===== config.mk =====
export PLATFORM = sky130hd
export DESIGN_NAME = sync_fifo_ram
export DESIGN_NICKNAME = d
export VERILOG_FILES = /design/src/rtl/sync_fifo_ram_pkg.sv /design/src/rtl/ram_dual_port_sync.sv /design/src/rtl/sync_fifo_ram.sv
export SDC_FILE = /design/constraint.sdc
export NUM_CORES = 1
export LEC_CHECK = 0
export CORE_ASPECT_RATIO = 1.5
export CORE_MARGIN = 1
export CORE_UTILIZATION = 35
export DETAILED_ROUTE_END_ITERATION = 16
export DONT_BUFFER_PORTS = 1
export HOLD_SLACK_MARGIN = 0.02
export PLACE_DENSITY = 0.57
export SLEW_MARGIN = 5
export SYNTH_ARGS = -nofsm -noshare
export SYNTH_HDL_FRONTEND = slang
export SYNTH_SLANG_ARGS = --single-unit

===== constraint.sdc =====
create_clock -name Clock -period 5.2 [get_ports Clock]
set_input_delay 1.04 -clock Clock [delete_from_list [all_inputs] [get_ports Clock]]
set_output_delay 1.04 -clock Clock [all_outputs]
set_load 0.005 [all_outputs]

===== src/rtl/sync_fifo_ram_pkg.sv =====
// Shared helpers for the RAM-backed synchronous FIFO.
// The FIFO depth is derived here from the pointer width.
package sync_fifo_ram_pkg;

    function automatic int unsigned fifo_depth(input int unsigned addr_width);
        return 32'd1 << addr_width;
    endfunction

endpackage


===== src/rtl/ram_dual_port_sync.sv =====
// Simple dual-port synchronous RAM: one write port and one registered read port.
// A read and a write to the same address in the same cycle return the old data.
module ram_dual_port_sync #(
    parameter int unsigned DATA_WIDTH = 8,
    parameter int unsigned ADDR_WIDTH = 4
) (
    input  logic                  Clock,
    input  logic                  iWE,
    input  logic [ADDR_WIDTH-1:0] iWAddr,
    input  logic [DATA_WIDTH-1:0] iWData,
    input  logic                  iRE,
    input  logic [ADDR_WIDTH-1:0] iRAddr,
    output logic [DATA_WIDTH-1:0] oRData
);

    logic [DATA_WIDTH-1:0] mem [2**ADDR_WIDTH];

    always_ff @(posedge Clock) begin
        if (iWE) begin
            mem[iWAddr] <= iWData;
        end
        if (iRE) begin
            oRData <= mem[iRAddr];
        end
    end

endmodule


===== src/rtl/sync_fifo_ram.sv =====
// Single-clock FIFO on a synchronous RAM with occupancy count, almost-full/empty
// thresholds, registered read data with a valid strobe and sticky error flags.
module sync_fifo_ram
    import sync_fifo_ram_pkg::*;
#(
    parameter int unsigned DATA_WIDTH = 8,
    parameter int unsigned ADDR_WIDTH = 4,
    parameter int unsigned AF_MARGIN  = 1,
    parameter int unsigned AE_MARGIN  = 1
) (
    input  logic                  Clock,
    input  logic                  Reset,
    input  logic                  iPush,
    input  logic [DATA_WIDTH-1:0] iData,
    input  logic                  iPop,
    output logic [DATA_WIDTH-1:0] oData,
    output logic                  oValid,
    output logic [ADDR_WIDTH:0]   oCount,
    output logic                  oFull,
    output logic                  oEmpty,
    output logic                  oAlmostFull,
    output logic                  oAlmostEmpty,
    output logic                  oOverflow,
    output logic                  oUnderflow
);

    localparam int unsigned         DEPTH      = fifo_depth(ADDR_WIDTH);
    localparam logic [ADDR_WIDTH:0] FULL_LEVEL = (ADDR_WIDTH+1)'(DEPTH);
    localparam logic [ADDR_WIDTH:0] AF_LEVEL   = (ADDR_WIDTH+1)'(DEPTH - AF_MARGIN);
    localparam logic [ADDR_WIDTH:0] AE_LEVEL   = (ADDR_WIDTH+1)'(AE_MARGIN);

    logic [ADDR_WIDTH-1:0] wr_ptr;
    logic [ADDR_WIDTH-1:0] rd_ptr;
    logic [ADDR_WIDTH:0]   count;
    logic [DATA_WIDTH-1:0] ram_rdata;
    logic                  data_cleared;
    logic                  push_ok;
    logic                  pop_ok;

    always_comb begin
        oFull        = (count == FULL_LEVEL);
        oEmpty       = (count == '0);
        oAlmostFull  = (count >= AF_LEVEL);
        oAlmostEmpty = (count <= AE_LEVEL);
        push_ok      = iPush & (~oFull | iPop);
        pop_ok       = iPop & ~oEmpty;
    end

    ram_dual_port_sync #(
        .DATA_WIDTH (DATA_WIDTH),
        .ADDR_WIDTH (ADDR_WIDTH)
    ) u_ram (
        .Clock  (Clock),
        .iWE    (push_ok & ~Reset),
        .iWAddr (wr_ptr),
        .iWData (iData),
        .iRE    (pop_ok & ~Reset),
        .iRAddr (rd_ptr),
        .oRData (ram_rdata)
    );

    // The RAM read register has no reset; oData reads as zero until the first
    // accepted pop after reset, after which the RAM register itself holds the value.
    assign oData  = data_cleared ? '0 : ram_rdata;
    assign oCount = count;

    always_ff @(posedge Clock) begin
        if (Reset) begin
            wr_ptr       <= '0;
            rd_ptr       <= '0;
            count        <= '0;
            oValid       <= 1'b0;
            oOverflow    <= 1'b0;
            oUnderflow   <= 1'b0;
            data_cleared <= 1'b1;
        end else begin
            if (push_ok) begin
                wr_ptr <= wr_ptr + ADDR_WIDTH'(1);
            end
            if (pop_ok) begin
                rd_ptr       <= rd_ptr + ADDR_WIDTH'(1);
                data_cleared <= 1'b0;
            end
            count  <= count + (ADDR_WIDTH+1)'(push_ok) - (ADDR_WIDTH+1)'(pop_ok);
            oValid <= pop_ok;
            if (iPush && !push_ok) begin
                oOverflow <= 1'b1;
            end
            if (iPop && !pop_ok) begin
                oUnderflow <= 1'b1;
            end
        end
    end

endmodule

; After elaboration in Yosys (flattened, before gate mapping)
; Memories as Yosys holds them, arrays and structs flattened. A register that Yosys moved wholly into a read port is not among the register bits.
; Index checks and enable logic that the tools add are counted.
[classes]
n_addsub = 4
order_cmp = 2
n_eq_ne = 1
n_mux = 3
bitwise = 8
reduce_logical = 5
[op_table]
columns = operator, n
row1 = adder 4 x 1 -> 4 bit (second input constant), 2
row2 = 2-to-1 mux 8 bit, 1
row3 = adder 5 x 1 -> 5 bit, 1
row4 = equality test 5 bit (second input constant), 1
row5 = >= comparator 5 x 4 -> 1 bit (second input constant), 1
row6 = less-or-equal comparator 5 x 1 -> 1 bit (second input constant), 1
row7 = logical NOT 5 bit, 1
row8 = subtractor 5 x 1 -> 5 bit, 1
row9 = bitwise AND 1 bit, 4
row10 = inverter 1 bit, 3
row11 = logical AND 1 bit, 2
row12 = logical NOT 1 bit, 2
row13 = 2-to-1 mux 1 bit, 2
row14 = OR 1 bit, 1
[totals]
ff_bits = 17
mem_bits_rw = 128
out_inout_bits = 20
word_cells = 31
n_memories = 1
[mem_list]
columns = name, words, word_bits, read_ports, rd_clocked_by_memory_dff, wr, line_no
row1 = u_ram.mem, 16, 8, 1, 1, 1, ram_dual_port_sync.sv:16  ; logic [DATA_WIDTH-1:0] mem [2**ADDR_WIDTH];

; Longest topological paths before layout
; Gate-level depths: netlist of run 1.
[depth]
word_depth = 7
mapped_depth = 14
mapped_depth_nobuf = 14

; Cells and area by module
; Synthesis of run 1 repeated with hierarchy kept, for this count alone.
[hier_totals]
cells_unflattened = 348
area_unflattened_um2 = 6282.3
[modules_own_cells]
columns = mod, instances, cells_per_inst, area_each_um2, seq_area_each_um2
row1 = ram_dual_port_sync, 1, 229, 5227.5, 4083.9
row2 = sync_fifo_ram, 1, 119, 1054.8, 340.3

; Least setup slack after synthesis of run 1
; OpenSTA, ideal clock, no wires.
[synth_timing]
kind = input port to flip-flop
startpoint = in iPop
endpoint = reg count[4], in the netlist oCount[4]
setup_ps = 127
t_arrival_ps = 3001
required_ps = 5073
path_slack_ps = 2072
path_stages = 12
path_buffers = 2
path_cell_list = clkbuf_1 -> o21ai_2 -> buf_2 -> ha_1 -> inv_1 -> ha_1 -> inv_1 -> fa_1 -> o21bai_1 -> a21oi_1 -> xnor2_1 -> nor2_1
[synth_between]
elab_chain_cells = 4
word_cells_on_any_way = 5
[synth_rtl]
columns = element, line_no
row1 = "start, declared", sync_fifo_ram.sv:15  ; input logic iPop,
row2 = OR 1 bit, sync_fifo_ram.sv:45  ; push_ok = iPush & (~oFull | iPop);
row3 = bitwise AND 1 bit, sync_fifo_ram.sv:45
row4 = adder 5 x 1 -> 5 bit, sync_fifo_ram.sv:84  ; count <= count + (ADDR_WIDTH+1)'(push_ok) - (ADDR_WIDTH+1)'(pop_ok);
row5 = subtractor 5 x 1 -> 5 bit (*), sync_fifo_ram.sv:84
row6 = "end signal, assigned", sync_fifo_ram.sv:84
row7 = "end, declared", sync_fifo_ram.sv:34  ; logic [ADDR_WIDTH:0] count;
; Every way passes the cells marked *; elsewhere a longest branch is shown, timed or not.
; A chain may end at the register's enable or synchronous reset.

; Worst setup path after layout of run 1
[layout_timing]
startpoint = reg count[2], in the netlist oCount[2]
endpoint = reg count[4], in the netlist oCount[4]
[layout_between]
elab_chain_cells = 6
word_cells_on_any_way = 9
[layout_rtl]
columns = element, line_no
row1 = equality test 5 bit, sync_fifo_ram.sv:41  ; oFull = (count == FULL_LEVEL);
row2 = inverter 1 bit, sync_fifo_ram.sv:45
row3 = OR 1 bit, sync_fifo_ram.sv:45
row4 = bitwise AND 1 bit, sync_fifo_ram.sv:45
row5 = adder 5 x 1 -> 5 bit, sync_fifo_ram.sv:84
row6 = subtractor 5 x 1 -> 5 bit (*), sync_fifo_ram.sv:84
; Marked as above.

==> results.sh, run 1 <==
export IMPL_status="complete, but fails checks"
export IMPL_failed_checks="design-rule violations"
export IMPL_finClkSkew_ns=0.0129
export IMPL_htreeDepth=4
export IMPL_cp_num_buf_inv=3
export IMPL_clockPowerShare_pct=36.7
export IMPL_gp_congestion=0.733
export IMPL_drive_above_1_share_pct=17.3
export IMPL_die_width_um=111
export IMPL_ctsResizeCount=0
export IMPL_fin_util_pct=40.7
export IMPL_drv_slew=0
export IMPL_powerDensity_mw_per_mm2=458
export IMPL_die_h_um=166
export IMPL_cts_max_path_buffers=2
export IMPL_finalHoldViolCount=0
export IMPL_multi_input_area_mm2=0.00170
export IMPL_post_route_min_period_ns=3.19
export IMPL_drt_wl_total_um=11800
export IMPL_ys_types=36
export IMPL_cp_top_family="adder cells"
export IMPL_max_stage_delay_ns=0.70
export IMPL_coreArea_mm2=0.0174
export IMPL_grt_pass1_vias=3098
export IMPL_dpl_cell_count=550
export IMPL_ys_flop_type="edfxtp_1"
export IMPL_ys_warn_count=0
export IMPL_grt_usage_pct=13.6
export IMPL_internal_power_mw=2.38
export IMPL_r2r_start="oCount[2]$_SDFF_PP0_"
export IMPL_switching_share_pct=26.9
export IMPL_viasPerCell=5.14
export IMPL_tightest_slew_ns=0.995
export IMPL_hold_class="register to register"
export IMPL_path_max_fanout=18
export IMPL_grt_pass1_wl_um=18100
export IMPL_p_sw_mw=0.874
export IMPL_num_antenna_cells=0
export IMPL_holdBufCountCts=0
export IMPL_die_area_mm2=0.0185
export IMPL_cts_buffers=17
export IMPL_antenna_found_initial=0
export IMPL_finalNonFillerCells=582
export IMPL_ff2ff_setup_slack_ns=2.01
export IMPL_wl_met3_um=480
export IMPL_worst_setup_path_start_kind="register"
export IMPL_wl_met1_um=4650
export IMPL_grt_overflow=0
export IMPL_fmax_mhz=314
export IMPL_wl_met2_um=6470
export IMPL_setup_viol=0
export IMPL_p_comb_share_pct=17.1
export IMPL_syn_area_mm2=0.00627
export IMPL_nNetsFinal=386
export IMPL_totalPowerFinal_mw=3.25
export IMPL_syn_avg_cell_area_um2=18.2
export IMPL_dp_hpwl_um=7710
export IMPL_async_flop_share_pct=0
export IMPL_finalCritPeriodShare_pct=61.3
export IMPL_power_share_sequential_pct=46.2
export IMPL_clock_root_buffer="clkbuf_16"
export IMPL_clkSlewWorstSetupHoldPaths_ns=0.07
export IMPL_slowest_stage="o21ai_2"
export IMPL_crit_chain="inv_1 -> ha_1 -> nand4bb_1 -> o21ai_2 -> ha_1 -> inv_1 -> ha_1 -> inv_1 -> fa_1 -> o21bai_1 -> a21oi_1 -> xnor2_1 -> nor2_1"
export IMPL_endpoint="oCount[4]$_SDFF_PP0_"
export IMPL_cts_sinks=153
export IMPL_placementRows=59
export IMPL_syn_inst=344
export IMPL_n_fill_cell=1543
export IMPL_dr_total_vias=2989
export IMPL_areaGrowthSynthToFinish_pct=13.1
export IMPL_ant_nets=0
export IMPL_start_util_pct=36.0
export IMPL_rsz0062_at_grt="false"
export IMPL_yosysSeqAreaShare_pct=70.6
export IMPL_r2r_end="oCount[4]$_SDFF_PP0_"
export IMPL_maxUsedRoutingLayer="met4"
export IMPL_hold_slack_ns=0.508
export IMPL_relSlewSlack_pct=33.4
export IMPL_path_class="register to register"
export IMPL_startpoint="oCount[2]$_SDFF_PP0_"
export IMPL_ff_latch_area_mm2=0.00443
export IMPL_tns_ns=0
export IMPL_firstDrtPassIters=10
export IMPL_cp_arrival_ns=3.50
export IMPL_worstRegToRegCells=13
export IMPL_crit_required_ns=5.52
export IMPL_ys_seq_elements=153
export IMPL_drt_drc_violations_left=2
export IMPL_io_buffers=0
export IMPL_drtIter0Drc=213
export IMPL_crit_path_end_kind="register"
export IMPL_cap_violations=0
export IMPL_holdPathStages=2
export IMPL_power_leakage_nw=2.33
export IMPL_synth_edff_count=136
export IMPL_vdd_drop_max_mv=0.218
export IMPL_cts_tree="built"
export IMPL_cts_setup_buffers=0
export IMPL_syn_nets=374
export IMPL_grt_max_degree=30
export IMPL_worst_path_stages=13
export IMPL_routedWlPerCell_um=20.2
export IMPL_clkLatencyLatePin_ns=0.42
export IMPL_io_pins=32
[layer usage]
layer | up-vias | global-route usage (%)
met4 | 0 | 4.41
met1 | 1527 | 15.4
met3 | 12 | 3.76
met5 | - | 0
li1 | 1383 | -
met2 | 67 | 24.6
[power by group through the flow]
stage,clock network [mW],logic (mW),registers [mW]
2_1_floorplan,0,0.520,1.47
3_3_place_gp,0,0.557,1.53
3_5_place_dp,0,0.566,1.53
4_1_cts,1.21,0.568,1.51
5_1_grt,1.26,0.627,1.52
6_report,1.19,0.557,1.50
[cell usage after synthesis, types with 2 or more instances]
master,number,area (um2)
edfxtp_1,136,4080
nor2_1,20,75.1
a22oi_1,17,128
dfxtp_1,17,340
ha_1,17,213
mux4_1,16,420
mux4_2,16,360
inv_1,14,52.6
nand2_1,12,45.0
nor3_1,12,60.1
nor2b_1,10,62.6
a21oi_1,7,35.0
nand2b_1,6,37.5
clkbuf_1,4,15.0
nand3_1,4,20.0
xnor2_1,4,35.0
xor2_1,4,35.0
buf_2,3,15.0
buf_6,3,33.8
clkdlybuf4s25_2,3,30.0
o21ai_0,2,10.0
o21bai_1,2,15.0
or3_1,2,12.5
[cells by family after synthesis]
family | Yosys count | synth area share (%)
buf+inv | 29 | 2.77
flops | 153 | 70.6
compound gates | 32 | 3.53
simple gates | 71 | 5.71
mux | 33 | 12.6
xor+xnor | 8 | 1.12
fa+ha+maj | 18 | 3.71
[sequential cells by signal (all words and copies together), names as in the netlist]
register      count
oOverflow         1
rd_ptr            4
u_ram.mem       128
data_cleared      1
u_ram.oRData      8
oUnderflow        1
wr_ptr            4
oValid            1
oCount            5
[worst min-delay path by stage]
stage / startpoint / end
floorplan: oOverflow$_SDFFE_PP0P_ / oOverflow$_SDFFE_PP0P_
global placement: oOverflow$_SDFFE_PP0P_ / oOverflow$_SDFFE_PP0P_
detailed placement: oOverflow$_SDFFE_PP0P_ / oOverflow$_SDFFE_PP0P_
CTS: oOverflow$_SDFFE_PP0P_ / oOverflow$_SDFFE_PP0P_
global route: oUnderflow$_SDFFE_PP0P_ / oUnderflow$_SDFFE_PP0P_
finish: oOverflow$_SDFFE_PP0P_ / oOverflow$_SDFFE_PP0P_
[cell usage in the layout (no fill, tap or decap), types with 2 or more instances in the layout]
master,Yosys,routed
or3_1,2,2
ha_1,17,17
nor3_2,0,6
a22oi_1,17,17
clkbuf_16,0,17
inv_6,0,3
xor2_1,4,4
dfxtp_1,17,16
xnor2_1,4,4
mux4_1,16,16
clkinvlp_4,0,2
inv_8,0,5
nand2b_1,6,6
nor2_1,20,20
nand2_1,12,12
inv_1,14,14
buf_4,1,8
clkinv_4,0,3
nor2b_1,10,10
nand3_1,4,4
o21ai_0,2,2
edfxtp_1,136,136
mux4_2,16,16
o21bai_1,2,2
nor3_1,12,6
a21oi_1,7,7
[stage by stage]
stage | setup slack (ns) | instance area [um2]
after floorplan | 2.07 | 6270
after global placement | 2.00 | 6510
after detailed placement | 1.92 | 6510
after CTS | 1.97 | 7090
after global routing | 1.71 | 7090
final | 2.01 | 7090
[worst reg2reg max path, stage by stage, from the launching register on]
cell	delay, ns
dfxtp_1	0.37
inv_1	0.14
ha_1	0.20
nand4bb_1	0.20
o21ai_2	0.70
ha_1	0.36
inv_1	0.06
ha_1	0.16
inv_1	0.05
fa_1	0.40
o21bai_1	0.16
a21oi_1	0.09
xnor2_1	0.14
nor2_1	0.05
[final cells by class]
| type | count | area share, % |
|---|---|---|
| well taps | 213 | 3.76 |
| repair buffers | 8 | 0.847 |
| clock buffers | 17 | 6.00 |
| multi-input cells | 162 | 24.0 |
| clock inverters | 15 | 2.22 |
| inverters | 14 | 0.741 |
| flip-flops and latches | 153 | 62.4 |
(Power assumes the default switching activity.)
==> inputs of run 2 (changes only) <==
--- a/config.mk
+++ b/config.mk
@@ -11,7 +11,7 @@
 export DETAILED_ROUTE_END_ITERATION = 16
 export DONT_BUFFER_PORTS = 1
 export HOLD_SLACK_MARGIN = 0.02
-export PLACE_DENSITY = 0.57
+export PLACE_DENSITY = 0.59
 export SLEW_MARGIN = 5
 export SYNTH_ARGS = -nofsm -noshare
 export SYNTH_HDL_FRONTEND = slang
==> constraint.sdc (replaced) <==
create_clock -name Clock -period 2.8 [get_ports Clock]
set_input_delay 0.56 -clock Clock [delete_from_list [all_inputs] [get_ports Clock]]
set_output_delay 0.56 -clock Clock [all_outputs]
set_load 0.005 [all_outputs]
==> results.sh, run 2 (same netlist as run 1, synthesis figures left out) <==
export IMPL_holdBufCountCts=0
export IMPL_crit_required_ns=3.11
export IMPL_slowest_stage="or4b_4"
export IMPL_antenna_found_initial=0
export IMPL_routedWlPerCell_um=19.5
export IMPL_internal_power_mw=4.69
export IMPL_io_buffers=0
export IMPL_failed_checks="design-rule violations"
export IMPL_path_max_fanout=4
export IMPL_top_register="u_ram.mem"
export IMPL_power_leakage_nw=2.46
export IMPL_maxUsedRoutingLayer="met4"
export IMPL_switching_share_pct=25.7
export IMPL_nNetsFinal=407
export IMPL_htreeDepth=4
export IMPL_post_route_min_period_ns=2.64
export IMPL_ant_nets=0
export IMPL_relSlewSlack_pct=50.8
export IMPL_grt_usage_pct=13.7
export IMPL_dp_hpwl_um=7850
export IMPL_grt_pass1_vias=3201
export IMPL_crit_chain="inv_2 -> ha_2 -> or4b_4 -> nand2_1 -> inv_1 -> ha_1 -> inv_1 -> ha_1 -> inv_1 -> fa_2 -> o21bai_1 -> a21oi_1 -> xnor2_1 -> nor2_1"
export IMPL_rsz0062_at_grt="false"
export IMPL_fmax_mhz=379
export IMPL_cts_max_path_buffers=2
export IMPL_wl_met1_um=4630
export IMPL_wl_met3_um=524
export IMPL_cap_violations=0
export IMPL_die_h_um=166
export IMPL_fin_util_pct=41.7
export IMPL_cts_tree="built"
export IMPL_placementRows=59
export IMPL_drt_wl_total_um=11800
export IMPL_finalHoldViolCount=0
export IMPL_status="complete, but fails checks"
export IMPL_largest_reg_flops=128
export IMPL_crit_path_end_kind="register"
export IMPL_path_class="register to register"
export IMPL_vdd_drop_max_mv=0.380
export IMPL_drv_slew=0
export IMPL_die_area_mm2=0.0185
export IMPL_worst_setup_path_start_kind="register"
export IMPL_cp_arrival_ns=2.95
export IMPL_cts_sinks=153
export IMPL_clock_root_buffer="clkbuf_16"
export IMPL_clkLatencyLatePin_ns=0.42
export IMPL_firstDrtPassIters=10
export IMPL_grt_overflow=0
export IMPL_viasPerCell=5.07
export IMPL_final_common_cell="edfxtp_1"
export IMPL_p_sw_mw=1.62
export IMPL_max_stage_delay_ns=0.47
export IMPL_tns_ns=0
export IMPL_drt_drc_violations_left=4
export IMPL_num_antenna_cells=0
export IMPL_drive_above_1_share_pct=21.3
export IMPL_tightest_slew_ns=0.736
export IMPL_io_pins=32
export IMPL_start_util_pct=36.0
export IMPL_final_cell_mix="edfxtp_1 (136), buf_4 (28), nor2_1 (20)"
export IMPL_power_share_sequential_pct=43.3
export IMPL_die_width_um=111
export IMPL_areaGrowthSynthToFinish_pct=15.9
export IMPL_powerDensity_mw_per_mm2=868
export IMPL_wl_met2_um=6370
export IMPL_setup_viol=0
export IMPL_worst_path_most_repeated_cell="inv_1"
export IMPL_grt_max_degree=36
export IMPL_hold_class="primary input to register"
export IMPL_grt_pass1_wl_um=18400
export IMPL_hold_slack_ns=0.203
export IMPL_finalCritPeriodShare_pct=94.2
export IMPL_coreArea_mm2=0.0174
export IMPL_dr_total_vias=3056
export IMPL_p_comb_share_pct=19.4
export IMPL_drtIter0Drc=156
export IMPL_clkSlewWorstSetupHoldPaths_ns=0.06
export IMPL_gp_congestion=0.732
export IMPL_clockPowerShare_pct=37.3
export IMPL_finClkSkew_ns=0.00904
export IMPL_cts_buffers=17
==> run 2: critical path: cells and delay by family, from the launching register on <==
family	cells	cell delay, ns
AOI/OAI and AO/OA	2	0.24
and+or+nand+nor	3	0.62
adders and majority gates	4	0.95
buffers and inverters	4	0.24
xor gates and xnor gates	1	0.15
DFF	1	0.32
==> run 2: repair_timing <==
item	4_1_cts	5_1_grt
hold endpoints to repair	0	0
resized for setup	0	4
endpoints found under the setup margin	0	1
buffers inserted	0	2
==> run 2: worst paths after layout <==
kind                            end  cells past startpoint  slack (ns)                    from
max            oCount[4]$_SDFF_PP0_                     14        0.16    oCount[2]$_SDFF_PP0_
min            oCount[1]$_SDFF_PP0_                      1        0.20                   Reset
min reg2reg  oOverflow$_SDFFE_PP0P_                      2        0.50  oOverflow$_SDFFE_PP0P_
max reg2reg    oCount[4]$_SDFF_PP0_                     14        0.16    oCount[2]$_SDFF_PP0_
==> run 2: routing by layer <==
layer,GRT usage [%],vias to the layer above
met1,15.0,1563
met4,5.76,0
li1,-,1420
met3,3.83,12
met2,24.7,61
met5,0,-
==> run 2: layout make-up <==
| type | count | area [um2] |
|---|---|---|
| inverters | 14 | 52.6 |
| fillers | 1526 | 10200 |
| repair buffers | 29 | 230 |
| well taps | 213 | 267 |
| clock inverters | 14 | 186 |
| clock buffers | 18 | 429 |
| multi-input cells | 162 | 1680 |
| flip-flops and latches | 153 | 4430 |
==> run 2: stage by stage <==
step	std cells	worst slack, ns	instance area (um2)	power, mW
final	603	0.163	7270	6.31
after global routing	603	0.0137	7270	6.59
after CTS	601	0.0353	7250	6.34
after detailed placement	569	0.0498	6630	4.00
after global placement	569	0.0871	6630	3.98
after floorplan	344	0.0639	6270	3.69
==> run 2: power by group through the flow <==
stage	clock network, mW	logic [mW]	registers [mW]
after CTS	2.39	1.21	2.74
after floorplan	0	0.965	2.73
after global routing	2.47	1.36	2.75
final	2.35	1.22	2.73
after detailed placement	0	1.21	2.79
after global placement	0	1.19	2.78
